===== config.mk =====
export PLATFORM = sky130hd
export DESIGN_NAME = pipe_control_unit
export DESIGN_NICKNAME = d
export VERILOG_FILES = /design/src/rtl/cpu_pkg.sv /design/src/rtl/hazard_detect.sv /design/src/rtl/pipe_control_unit.sv
export SDC_FILE = /design/constraint.sdc
export NUM_CORES = 1
export LEC_CHECK = 0
export CAP_MARGIN = 20
export CORE_MARGIN = 1.5
export CORE_UTILIZATION = 52
export DETAILED_ROUTE_END_ITERATION = 10
export GPL_ROUTABILITY_DRIVEN = 0
export PLACE_DENSITY = 0.81
export SYNTH_ARGS = -nofsm -noshare
export SYNTH_HDL_FRONTEND = slang
export SYNTH_HIERARCHICAL = 1
export SYNTH_SLANG_ARGS = --single-unit

===== constraint.sdc =====
create_clock -name clk -period 5.6 [get_ports clk]
set_clock_uncertainty 0.2 [all_clocks]
set_input_delay 1.12 -clock clk [delete_from_list [all_inputs] [get_ports clk]]
set_output_delay 1.12 -clock clk [all_outputs]
set_load 0.01 [all_outputs]

===== src/rtl/cpu_pkg.sv =====
// Shared encodings for the 16-bit pipeline control path: opcodes, ALU function codes,
// sequencing states and instruction field offsets.
package cpu_pkg;

   localparam int INSTW   = 16;
   localparam int OP_LSB  = 12;
   localparam int RD_LSB  = 8;
   localparam int RS1_LSB = 4;
   localparam int RS2_LSB = 0;

   localparam logic [3:0] OP_NOP  = 4'h0;
   localparam logic [3:0] OP_ADD  = 4'h1;
   localparam logic [3:0] OP_SUB  = 4'h2;
   localparam logic [3:0] OP_AND  = 4'h3;
   localparam logic [3:0] OP_OR   = 4'h4;
   localparam logic [3:0] OP_ADDI = 4'h5;
   localparam logic [3:0] OP_LD   = 4'h6;
   localparam logic [3:0] OP_ST   = 4'h7;
   localparam logic [3:0] OP_JMP  = 4'h8;
   localparam logic [3:0] OP_HALT = 4'hF;

   localparam logic [1:0] ALU_ADD = 2'b00;
   localparam logic [1:0] ALU_SUB = 2'b01;
   localparam logic [1:0] ALU_AND = 2'b10;
   localparam logic [1:0] ALU_OR  = 2'b11;

   typedef enum logic [1:0] {
      ST_RUN   = 2'd0,
      ST_STALL = 2'd1,
      ST_FLUSH = 2'd2,
      ST_HALT  = 2'd3
   } state_t;

endpackage


===== src/rtl/hazard_detect.sv =====
// Load-use hazard check: flags when the load now in execute writes a register the decode-stage
// instruction reads. Purely combinational; r0 is an ordinary register here.
module hazard_detect
   import cpu_pkg::*;
#(
   parameter int RAW = 4
) (
   input  logic             ldE,
   input  logic [RAW-1:0]   destE,
   input  logic [INSTW-1:0] instD,
   output logic             hazard
);

   logic [3:0]     w_op;
   logic [RAW-1:0] w_rd;
   logic [RAW-1:0] w_rs1;
   logic [RAW-1:0] w_rs2;
   logic           w_match;

   assign w_op  = instD[OP_LSB +: 4];
   assign w_rd  = instD[RD_LSB +: RAW];
   assign w_rs1 = instD[RS1_LSB +: RAW];
   assign w_rs2 = instD[RS2_LSB +: RAW];

   // Stores read rd as the data operand, so rd counts as a source for ST only.
   always_comb begin
      w_match = 1'b0;
      case (w_op)
         OP_ADD, OP_SUB, OP_AND, OP_OR: w_match = (w_rs1 == destE) || (w_rs2 == destE);
         OP_ADDI, OP_LD:                w_match = (w_rs1 == destE);
         OP_ST:                         w_match = (w_rs1 == destE) || (w_rd == destE);
         default:                       w_match = 1'b0;
      endcase
   end

   assign hazard = ldE && w_match;

endmodule


===== src/rtl/pipe_control_unit.sv =====
// Decode-stage control unit: combinational control bundle from instD plus the RUN/STALL/FLUSH/HALT
// sequencer that owns PC enable, load-use bubbles, post-jump flush and halt.
module pipe_control_unit
   import cpu_pkg::*;
#(
   parameter int FLUSH_CYCLES = 1,
   parameter int OPW          = 4,
   parameter int RAW          = 4,
   parameter int CNTW         = 16
) (
   input  logic             clk,
   input  logic             reset,
   input  logic [INSTW-1:0] instD,
   output logic             enable,
   output logic             branchC,
   output logic             flushC,
   output logic             RegWriteC,
   output logic             MemWriteC,
   output logic             MemToRegC,
   output logic             immediateC,
   output logic [1:0]       alufuncC,
   output logic             halted,
   output logic             illegal,
   output logic [CNTW-1:0]  stall_count
);

   localparam logic [2:0] FLUSH_LOAD = FLUSH_CYCLES[2:0];

   state_t          r_state;
   logic            r_ldE;
   logic [RAW-1:0]  r_destE;
   logic [2:0]      r_flush_cnt;
   logic [CNTW-1:0] r_stall_cnt;

   logic [OPW-1:0]  w_op;
   logic [RAW-1:0]  w_rd;
   logic            w_hazard;

   // Raw decode of instD, before sequencing decides whether it is actually issued.
   logic            w_d_rw, w_d_mw, w_d_m2r, w_d_imm, w_d_jmp, w_d_halt, w_d_ill;
   logic [1:0]      w_d_alu;

   logic            w_en, w_br, w_fl, w_rw, w_mw, w_m2r, w_imm, w_ill;
   logic [1:0]      w_alu;

   assign w_op = instD[OP_LSB +: OPW];
   assign w_rd = instD[RD_LSB +: RAW];

   hazard_detect #(.RAW(RAW)) u_hazard (
      .ldE    (r_ldE),
      .destE  (r_destE),
      .instD  (instD),
      .hazard (w_hazard)
   );

   always_comb begin
      w_d_rw   = 1'b0;
      w_d_mw   = 1'b0;
      w_d_m2r  = 1'b0;
      w_d_imm  = 1'b0;
      w_d_alu  = ALU_ADD;
      w_d_jmp  = 1'b0;
      w_d_halt = 1'b0;
      w_d_ill  = 1'b0;
      case (w_op)
         OP_NOP:  ;
         OP_ADD:  begin w_d_rw = 1'b1; w_d_alu = ALU_ADD; end
         OP_SUB:  begin w_d_rw = 1'b1; w_d_alu = ALU_SUB; end
         OP_AND:  begin w_d_rw = 1'b1; w_d_alu = ALU_AND; end
         OP_OR:   begin w_d_rw = 1'b1; w_d_alu = ALU_OR;  end
         OP_ADDI: begin w_d_rw = 1'b1; w_d_imm = 1'b1; end
         OP_LD:   begin w_d_rw = 1'b1; w_d_m2r = 1'b1; w_d_imm = 1'b1; end
         OP_ST:   begin w_d_mw = 1'b1; w_d_imm = 1'b1; end
         OP_JMP:  w_d_jmp  = 1'b1;
         OP_HALT: w_d_halt = 1'b1;
         default: w_d_ill  = 1'b1;
      endcase
   end

   // Issue selection; anything not explicitly issued is a bubble with every C output low.
   always_comb begin
      w_en  = 1'b0;
      w_br  = 1'b0;
      w_fl  = 1'b0;
      w_rw  = 1'b0;
      w_mw  = 1'b0;
      w_m2r = 1'b0;
      w_imm = 1'b0;
      w_alu = 2'b00;
      w_ill = 1'b0;
      case (r_state)
         ST_RUN: begin
            if (w_hazard || w_d_halt) begin
               w_en = 1'b0;
            end else if (w_d_jmp) begin
               w_en = 1'b1;
               w_br = 1'b1;
            end else if (w_d_ill) begin
               w_en  = 1'b1;
               w_ill = 1'b1;
            end else begin
               w_en  = 1'b1;
               w_rw  = w_d_rw;
               w_mw  = w_d_mw;
               w_m2r = w_d_m2r;
               w_imm = w_d_imm;
               w_alu = w_d_alu;
            end
         end
         ST_FLUSH: begin
            w_en = 1'b1;
            w_fl = 1'b1;
         end
         default: w_en = 1'b0;
      endcase
   end

   always_ff @(posedge clk or negedge reset) begin
      if (!reset) begin
         r_state     <= ST_RUN;
         r_ldE       <= 1'b0;
         r_destE     <= '0;
         r_flush_cnt <= 3'd0;
         r_stall_cnt <= '0;
      end else begin
         r_ldE   <= 1'b0;
         r_destE <= '0;
         case (r_state)
            ST_RUN: begin
               if (w_hazard) begin
                  r_state <= ST_STALL;
                  if (r_stall_cnt != {CNTW{1'b1}})
                     r_stall_cnt <= r_stall_cnt + 1'b1;
               end else if (w_d_jmp) begin
                  r_state     <= ST_FLUSH;
                  r_flush_cnt <= FLUSH_LOAD;
               end else if (w_d_halt) begin
                  r_state <= ST_HALT;
               end else if (!w_d_ill) begin
                  r_ldE   <= w_d_m2r;
                  r_destE <= w_d_rw ? w_rd : '0;
               end
            end
            ST_STALL: r_state <= ST_RUN;
            ST_FLUSH: begin
               r_flush_cnt <= r_flush_cnt - 3'd1;
               if (r_flush_cnt <= 3'd1)
                  r_state <= ST_RUN;
            end
            default: r_state <= ST_HALT;
         endcase
      end
   end

   // Outputs are gated by the asynchronous reset so they drop the instant reset asserts.
   assign enable      = reset && w_en;
   assign branchC     = reset && w_br;
   assign flushC      = reset && w_fl;
   assign RegWriteC   = reset && w_rw;
   assign MemWriteC   = reset && w_mw;
   assign MemToRegC   = reset && w_m2r;
   assign immediateC  = reset && w_imm;
   assign alufuncC    = reset ? w_alu : 2'b00;
   assign illegal     = reset && w_ill;
   assign halted      = reset && (r_state == ST_HALT);
   assign stall_count = r_stall_cnt;

endmodule

## Yosys cells after proc, flatten, opt, wreduce, memory -nomap -nowiden

Index checks and enable logic that the tools add are counted.

| cells by class | value |
|---|---|
| add/sub/neg operators | 2 |
| $lt $le $gt $ge | 1 |
| equality and inequality tests | 20 |
| multiplexer cells | 57 |
| reductions and logical operators | 24 |

Operators by type and width:

| operator | number |
|---|---|
| two-way mux 1 bit | 35 |
| two-way mux 4 bit | 6 |
| two-way mux 2 bit | 9 |
| adder 16 x 1 -> 16 bit, second input constant | 1 |
| equality test 4 x 3 -> 1 bit, second input constant | 4 |
| inequality test 16 bit, second input constant | 1 |
| equality test 4 bit | 3 |
| case mux 2 bit (3 select lines) | 2 |
| logical AND 1 bit | 10 |
| OR reduction 10 bit | 1 |
| equality test 4 x 2 -> 1 bit, second input constant | 2 |
| equality test 4 bit, second input constant | 2 |
| two-way mux 3 bit | 2 |
| inequality test 2 bit, second input constant | 3 |
| case mux 3 bit (2 select lines) | 1 |
| AND reduction 3 bit | 2 |
| OR reduction 6 bit | 1 |
| equality test 2 bit, second input constant | 2 |
| equality test 4 x 1 -> 1 bit, second input constant | 1 |
| zero test 4 bit | 1 |
| inequality test 4 bit, second input constant | 1 |
| OR reduction 4 bit | 1 |
| less-or-equal comparator 3 x 1 -> 1 bit, second input constant | 1 |
| logical OR 1 bit | 3 |
| 9 further kinds | 9 |

| storage, ports and cells | value |
|---|---|
| register bits after elaboration | 26 |
| input bits | 18 |
| output and inout port bits | 27 |
| logic and storage cells | 109 |

## Logic depth before layout (Yosys ltp)

Gate-level depths: netlist of run 1.

| logic depth | value |
|---|---|
| depth after elaboration | 9 |
| gate-level depth with buffers | 9 |
| depth with buffers taken out | 9 |

## Cells and area by module

The synthesis of run 1 kept the hierarchy.

Modules (own cells, without submodules):

| module | times used | cells an instance | area an instance (um^2) | sequential area each (um^2) |
|---|---|---|---|---|
| pipe_control_unit | 1 | 148 | 1,483.9 | 650.6 |
| hazard_detect | 1 | 21 | 187.7 | 0.0 |

## Least setup slack after synthesis of run 1

OpenSTA, ideal clock, no wires.

| timing path | value |
|---|---|
| path kind | input to output |
| from | input instD[13] |
| to | output immediateC |
| data arrival time | 2.570 ns |
| data required time | 4.280 ns |
| path slack | 1.710 ns |
| cell stages on the path | 8 |
| path buffers | 0 |
| cell sequence | o311ai_0 a21oi_1 nand2_1 o22ai_2 nand2b_1 nor2_1 nand2_1 nor3b_1 |

| on the way | value |
|---|---|
| longest elaborated chain between the ends | 8 |

RTL lines:

| element | RTL line | source |
|---|---|---|
| start, declared | pipe_control_unit.sv:13 | `input logic [INSTW-1:0] instD,` |
| equality test 4 x 1 -> 1 bit, or another cell as far along | hazard_detect.sv:28 | `case (w_op)` |
| OR reduction 4 bit / OR reduction 2 bit (equally long branches) | hazard_detect.sv:28 |  |
| case mux 1 bit (3 select lines) * | hazard_detect.sv:28 |  |
| logical AND 1 bit * | hazard_detect.sv:36 | `assign hazard = ldE && w_match;` |
| net w_hazard | pipe_control_unit.sv:37 | `logic w_hazard;` |
| logical OR 1 bit * | pipe_control_unit.sv:93 | `if (w_hazard \|\| w_d_halt) begin` |
| two-way mux 1 bit * | pipe_control_unit.sv:93 |  |
| two-way mux 1 bit * | pipe_control_unit.sv:91 | `case (r_state)` |
| logical AND 1 bit * | pipe_control_unit.sv:162 | `assign immediateC = reset && w_imm;` |
| end, declared | pipe_control_unit.sv:20 | `output logic immediateC,` |

Mark *: on every way through the listed nets, which the timed path passes. The rest lies on a longest branch.

## Final worst setup path of run 1

Ends and elaborated chain as after synthesis.

==> key figures, run 1 <==
STA
  – Setup TNS Final: 0 ns
  – FMAX: 0.189 GHz
  – Worst Max-Slew Pin Slew: 0.616 ns
  – Max Slew Vio Count: 0
  – Post-route clock period utilization: 0.943
  – Worst slew margin: 0.588
  – Fin crit period: between 5 and 6 ns
  – Final setup fails: 0
  – Endpoints failing hold: 0
  – Setup repair after global routing missed its margin: false

Setup path
  – CP Launch Type: input port
  – Critical Path RT: 4.28 ns
  – Critical path's slowest cell: clkdlybuf4s50_1
  – Worst Setup Path Type: in2out
  – Flop2flop setup slack: between 3 and 4 ns
  – Nature of the critical path endpoint: output port
  – Reg2reg start: r_destE[3]
  – Critical path peak fanout: 10
  – Delay-heaviest family, CP: buffers and inverters
  – Critical Path Max Stage Delay: 0.62 ns
  – Reg2reg end: stall_count[15]
  – CP cell instances: clkdlybuf4s50_1, o311ai_0, a21oi_1, nand2_1, o22ai_2, nand2b_1, nor2_1, nand2_1, nor3b_1, clkdlybuf4s50_1
  – WP buf/inv: 2
  – WP data arrival: 3.96 ns
  – R2R depth: 7

GRT
  – Vias in the first global route: 1,359
  – Gr usage total: 0.220
  – Initial antenna violation count: 0
  – Largest net degree at the start of global routing: 20
  – First-pass GRT wire length: 5.99 mm
  – Overflow after GRT: 0

Clock network
  – CTS tree: done
  – Resize count post-CTS: 0
  – Clock Tree Buf Depth: 2
  – Clock latency on the worst-skew pair: roughly 0.33 ns
  – CTS Root Cell: clkbuf_4
  – Post-CTS setup buffer count: 0
  – Num CTS Buffers: 3
  – # clock sinks: 26
  – Cts hold-fix bufs: 0
  – Clock-pin slew on the worst setup and hold paths: 0.14 ns
  – Number of H-tree levels: 1

Layout
  – Nets@finish: ~240
  – Antenna Cells: 0
  – Fin area: 2210 µm²
  – Multi-input gate area: 982 µm²
  – Syn-to-layout area delta: 32.0%
  – Layout Utilization: 0.723
  – Area taken by flip-flops and latches: 651 µm²
  – Fillers: 244
  – Share of layout cells above drive strength 1: 0.0841

Placed design
  – IO buf count: 44
  – Area post-placement: 2150 µm²
  – Post-DP HPWL: 2.85 mm

Synth
  – Area contributors post-synth: dfrtp_1, xor2_1, ha_1
  – Syn Area/Cell: a little under 10 µm²
  – Async set-reset flop share out of synthesis: 1.00
  – Netlist cell types: 46
  – Syn nets: just under 200
  – Synth top area share: 0.389
  – Yosys reg bits: 26
  – Cell Area, Synth: between 1500 and 2000 µm²
  – Most frequent cell after synthesis: dfrtp_1
  – Top_reg_cell synth: dfrtp_1
  – Mapped Cells: 169
  – Yosys top cell by area: dfrtp_1
  – Share of the yosys chip area belonging to registers: 0.389
  – Post-synth top cells: dfrtp_1, xor2_1, nor2_1
  – Ys Warns: 6
  – Number of enable flip-flop cells after synthesis: 0

Die
  – Die Span Y: 59.7 µm
  – Num rows: 20
  – Core Box Area: slightly above 3000 µm²
  – Die area: 3560 µm²
  – Initial Util: 0.548
  – I/O pin count: 45
  – Die width: 59.7 µm

Worst hold path
  – Min-Delay Path Class: reg2reg
  – Hold-critical path depth: 1
  – Hold Path End: stall_count[7]
  – Min-delay src: stall_count[7]

Drt
  – Final ANT Viol Nets: 0
  – Average wire per standard cell: 14.3 µm
  – Vias per inst: 5.60
  – DR iter-0 viols: 78
  – Via count: ~1,400
  – Drt pass-1 iters: 4
  – Final WL: 3.69 mm
  – DRC violations left: 0

Power
  – Max IR drop VDD: between 0.0001 and 0.00015 V
  – PnR Total Power: about 350 µW
  – Power per Cell Area: 158 nW/µm²
  – Pleak: 1.04 nW

Run status
  – Status: finished clean

Flow run
  – Max-Cap Viols: 0
cells by family after synthesis:
kind of cell,count (synthesis),synth area share
simple gates,77,0.287
flops,26,0.389
xor+xnor,25,0.131
compound gates,18,0.0749
buf+inv,9,0.0232
mux,8,0.0501
fa+ha+maj,6,0.0449
layout by cell type, fill, tap and decap left out, types with 3 or more instances in the layout:
cell             instances
mux2i_1                  5
clkdlybuf4s50_1         44
nand4_1                  4
nand3_1                  7
nor4_1                   5
xnor2_1                  5
ha_1                     6
clkbuf_4                 3
a21oi_1                  8
nand2_1                 10
xor2_1                  20
nor2b_1                  3
and3_1                   3
nor3_1                   7
and2_1                   7
nor2_1                  12
inv_1                    5
dfrtp_1                 26
metal layers:
metal  vias to the layer above  part of all wire  wire length, µm  global-route usage
met1                       701              0.43             1600               0.284
met3                         5             0.065              240              0.0325
met5                         -                 0                0                   0
met4                         0             0.011               39              0.0667
met2                        51              0.49             1810               0.379
li1                        689                 -                -                   -
sequential cells by signal, summed over array words and instances, names as in the netlist:
name / flops
r_destE: 4
r_flush_cnt: 3
r_ldE: 1
r_state: 2
stall_count: 16
how the worst max path moves through the flow:
stage                    from     endpoint  depth (start not counted)
floorplan           instD[13]   immediateC                          8
global placement    instD[13]    MemToRegC                          9
finish              instD[13]   immediateC                         10
CTS                 instD[13]   immediateC                         10
global route        instD[13]   immediateC                         10
detailed placement  instD[13]  alufuncC[0]                         10
area by class of cell:
cell class,count,share of cell area
sequential,26,0.295
timing repair buffer,45,0.203
clock inverter,1,0.0136
clock buffer,3,0.0102
multi-input combinational,134,0.445
inverter,5,0.00850
tap,44,0.0249
stage by stage:
stage | cells | hold WS, ns | worst slack, ns
after floorplan | 169 | 0.299 | 1.71
after global placement | 254 | 0.288 | 0.472
after detailed placement | 254 | 0.297 | 0.334
after CTS | 258 | 0.319 | 0.329
after global routing | 258 | 0.356 | 0.101
final | 258 | 0.321 | 0.318
power by group:
| group | leakage, nW | switching, mW | internal (mW) |
|---|---|---|---|
| Clock | 0.0279 | 0.0553 | 0.0724 |
| Combinational | 0.664 | 0.0165 | 0.0176 |
| Sequential | 0.348 | 0 | 0.188 |
Power figures use the tool's default switching activity.
==> run 2: changes to the inputs <==
- CORE_ASPECT_RATIO: default -> 1.1
==> run 2 against run 1 <==
  * Sequential cell count unchanged
  * Clock power about the same
  * Via count decreased by 0.83%
  * Final area decreased by 0.57%
  * Critical path type unchanged
  * Largest power group unchanged
  * Highest routed layer unchanged
==> key figures, run 2 (synthesis gave the netlist of run 1 again) <==
Run status
  – Status: finished clean

Setup path
  – Flop2flop setup slack: 3.11 ns (-0.12 ns)
  – Delay-heaviest family, CP: buffers and inverters
  – Reg2reg start: r_ldE
  – WP data arrival: 4.01 ns (+0.05 ns)
  – Critical path's slowest cell: clkdlybuf4s50_1
  – Reg2reg end: stall_count[15]
  – Worst Setup Path Type: in2out
  – WP buf/inv: 2 (unchanged)
  – Critical Path Max Stage Delay: 0.63 ns (about the same)
  – CP Launch Type: input port
  – Critical path peak fanout: 10 (unchanged)
  – CP cell instances: clkdlybuf4s50_1, o311ai_0, a21oi_1, nand2_1, o22ai_2, nand2b_1, nor2_1, nand2_1, nor3_1, clkdlybuf4s50_1
  – Nature of the critical path endpoint: output port
  – R2R depth: 8 (+1)
  – Critical Path RT: 4.28 ns (about the same)

Drt
  – Final WL: 3.92 mm (+6.2%)
  – Final ANT Viol Nets: 0 (unchanged)
  – Vias per inst: 5.78 (+3.2%)
  – Via count: 1,434 (-0.83%)
  – DR iter-0 viols: 91 (+17%)
  – DRC violations left: 0 (unchanged)
  – Average wire per standard cell: 15.8 µm (+11%)
  – Drt pass-1 iters: 4 (unchanged)

Layout
  – Area taken by flip-flops and latches: 651 µm² (unchanged)
  – Max FFs per register: 16 (unchanged)
  – Multi-input gate area: 982 µm² (unchanged)
  – Fillers: 243 (-0.41%)
  – Syn-to-layout area delta: 31.3%
  – Commonest non-fill, non-tap cells in the layout: clkdlybuf4s50_1, dfrtp_1, xor2_1
  – Antenna Cells: 0 (unchanged)
  – Nets@finish: 239 (unchanged)
  – Share of layout cells above drive strength 1: 0.0841 (unchanged)
  – Commonest non-fill, non-tap cell in the layout: clkdlybuf4s50_1

Worst hold path
  – Hold-critical path depth: 1 (unchanged)
  – Hold Path End: stall_count[15]
  – Min-delay src: stall_count[15]
  – Min-Delay Path Class: reg2reg

Power
  – Clock power share: 0.368 (+0.003)
  – Flop pwr share: 0.534 (-0.003)
  – Switching pwr: 73.6 µW (+2.5%)
  – Sw frac: 0.209 (+0.00402)
  – Int Pwr: 278 µW (about the same)
  – Comb pwr share: 0.098 (about the same)
  – PnR Total Power: 351 µW (+0.52%)
  – Pleak: 1.04 nW (unchanged)
  – Power per Cell Area: 160 nW/µm² (+1.1%)
  – Max IR drop VDD: 0.000146 V (+4.4%)

Clock network
  – Number of H-tree levels: 1 (unchanged)
  – Clock-pin slew on the worst setup and hold paths: 0.14 ns (about the same)
  – CTS tree: done
  – # clock sinks: 26 (unchanged)
  – Post-CTS setup buffer count: 0 (unchanged)
  – Resize count post-CTS: 0 (unchanged)
  – Cts hold-fix bufs: 0 (unchanged)
  – CTS Root Cell: clkbuf_4
  – Clock Tree Buf Depth: 2 (unchanged)
  – Num CTS Buffers: 3 (unchanged)
  – Clock latency on the worst-skew pair: 0.33 ns (about the same)

Die
  – Die area: 3560 µm² (about the same)
  – I/O pin count: 45 (unchanged)
  – Num rows: 21 (+5.0%)
  – Core Box Area: 3050 µm² (-0.16%)
  – Initial Util: 0.548 (+0.000899)
  – Die width: 57.1 µm (-4.4%)
  – Die Span Y: 62.5 µm (+4.6%)

STA
  – Fin crit period: 5.33 ns (+0.0526 ns)
  – FMAX: 0.187 GHz (-0.99%)
  – Final setup fails: 0 (unchanged)
  – Worst Max-Slew Pin Slew: 0.569 ns (-0.0472 ns)
  – Worst slew margin: 0.616 (+0.0280)
  – Endpoints failing hold: 0 (unchanged)
  – Setup TNS Final: 0 ns (unchanged)
  – Max Slew Vio Count: 0 (unchanged)
  – Post-route clock period utilization: 0.953 (+0.00939)
  – Setup repair after global routing missed its margin: false

GRT
  – Overflow after GRT: 0 (unchanged)
  – Gr usage total: 0.229 (+0.00964)
  – First-pass GRT wire length: 6.61 mm (+10%)
  – Initial antenna violation count: 0 (unchanged)
  – Largest net degree at the start of global routing: 28 (+40%)
  – Vias in the first global route: 1,432 (+5.4%)

Placed design
  – IO buf count: 44 (unchanged)
  – Post-DP HPWL: 2.93 mm (+2.9%)

Flow run
  – Max-Cap Viols: 0 (unchanged)
==> run 2: worst max-delay path by stage <==
stage / start / depth (start not counted) / end
2_1_floorplan: instD[13] / 8 / immediateC
3_3_place_gp: instD[12] / 10 / alufuncC[0]
3_5_place_dp: instD[13] / 10 / alufuncC[0]
4_1_cts: instD[13] / 10 / alufuncC[0]
5_1_grt: instD[13] / 10 / alufuncC[0]
6_report: instD[13] / 10 / alufuncC[0]
==> run 2: area by class of cell <==
cell class	instances	area share
clock inverter	1	0.0137
sequential	26	0.296
inverter	5	0.00855
tap	34	0.0194
clock buffer	3	0.0103
multi-input combinational	134	0.448
timing repair buffer	45	0.204
==> run 2: layer usage <==
metal	track usage	wire, µm
met1	0.295	1760
met2	0.404	1950
met3	0.0207	159
met4	0.0698	46
met5	0	0
==> run 2: through the flow <==
step,hold WS (ns),util,instance area (µm²),setup slack [ns],instances
2_1_floorplan,0.299,-,1670,1.71,169
3_3_place_gp,0.287,0.703,2140,0.487,244
3_5_place_dp,0.310,0.703,2140,0.288,244
4_1_cts,0.333,0.720,2190,0.280,248
5_1_grt,0.352,0.720,2190,0.0812,248
6_report,0.335,0.720,2190,0.265,248
==> run 2: power groups by stage <==
stage / logic [mW] / clock network [mW] / registers [mW]
6_report: 0.0343 / 0.129 / 0.188
5_1_grt: 0.0372 / 0.138 / 0.188
4_1_cts: 0.0343 / 0.131 / 0.188
3_5_place_dp: 0.0340 / 0 / 0.191
3_3_place_gp: 0.0336 / 0 / 0.191
2_1_floorplan: 0.0121 / 0 / 0.191
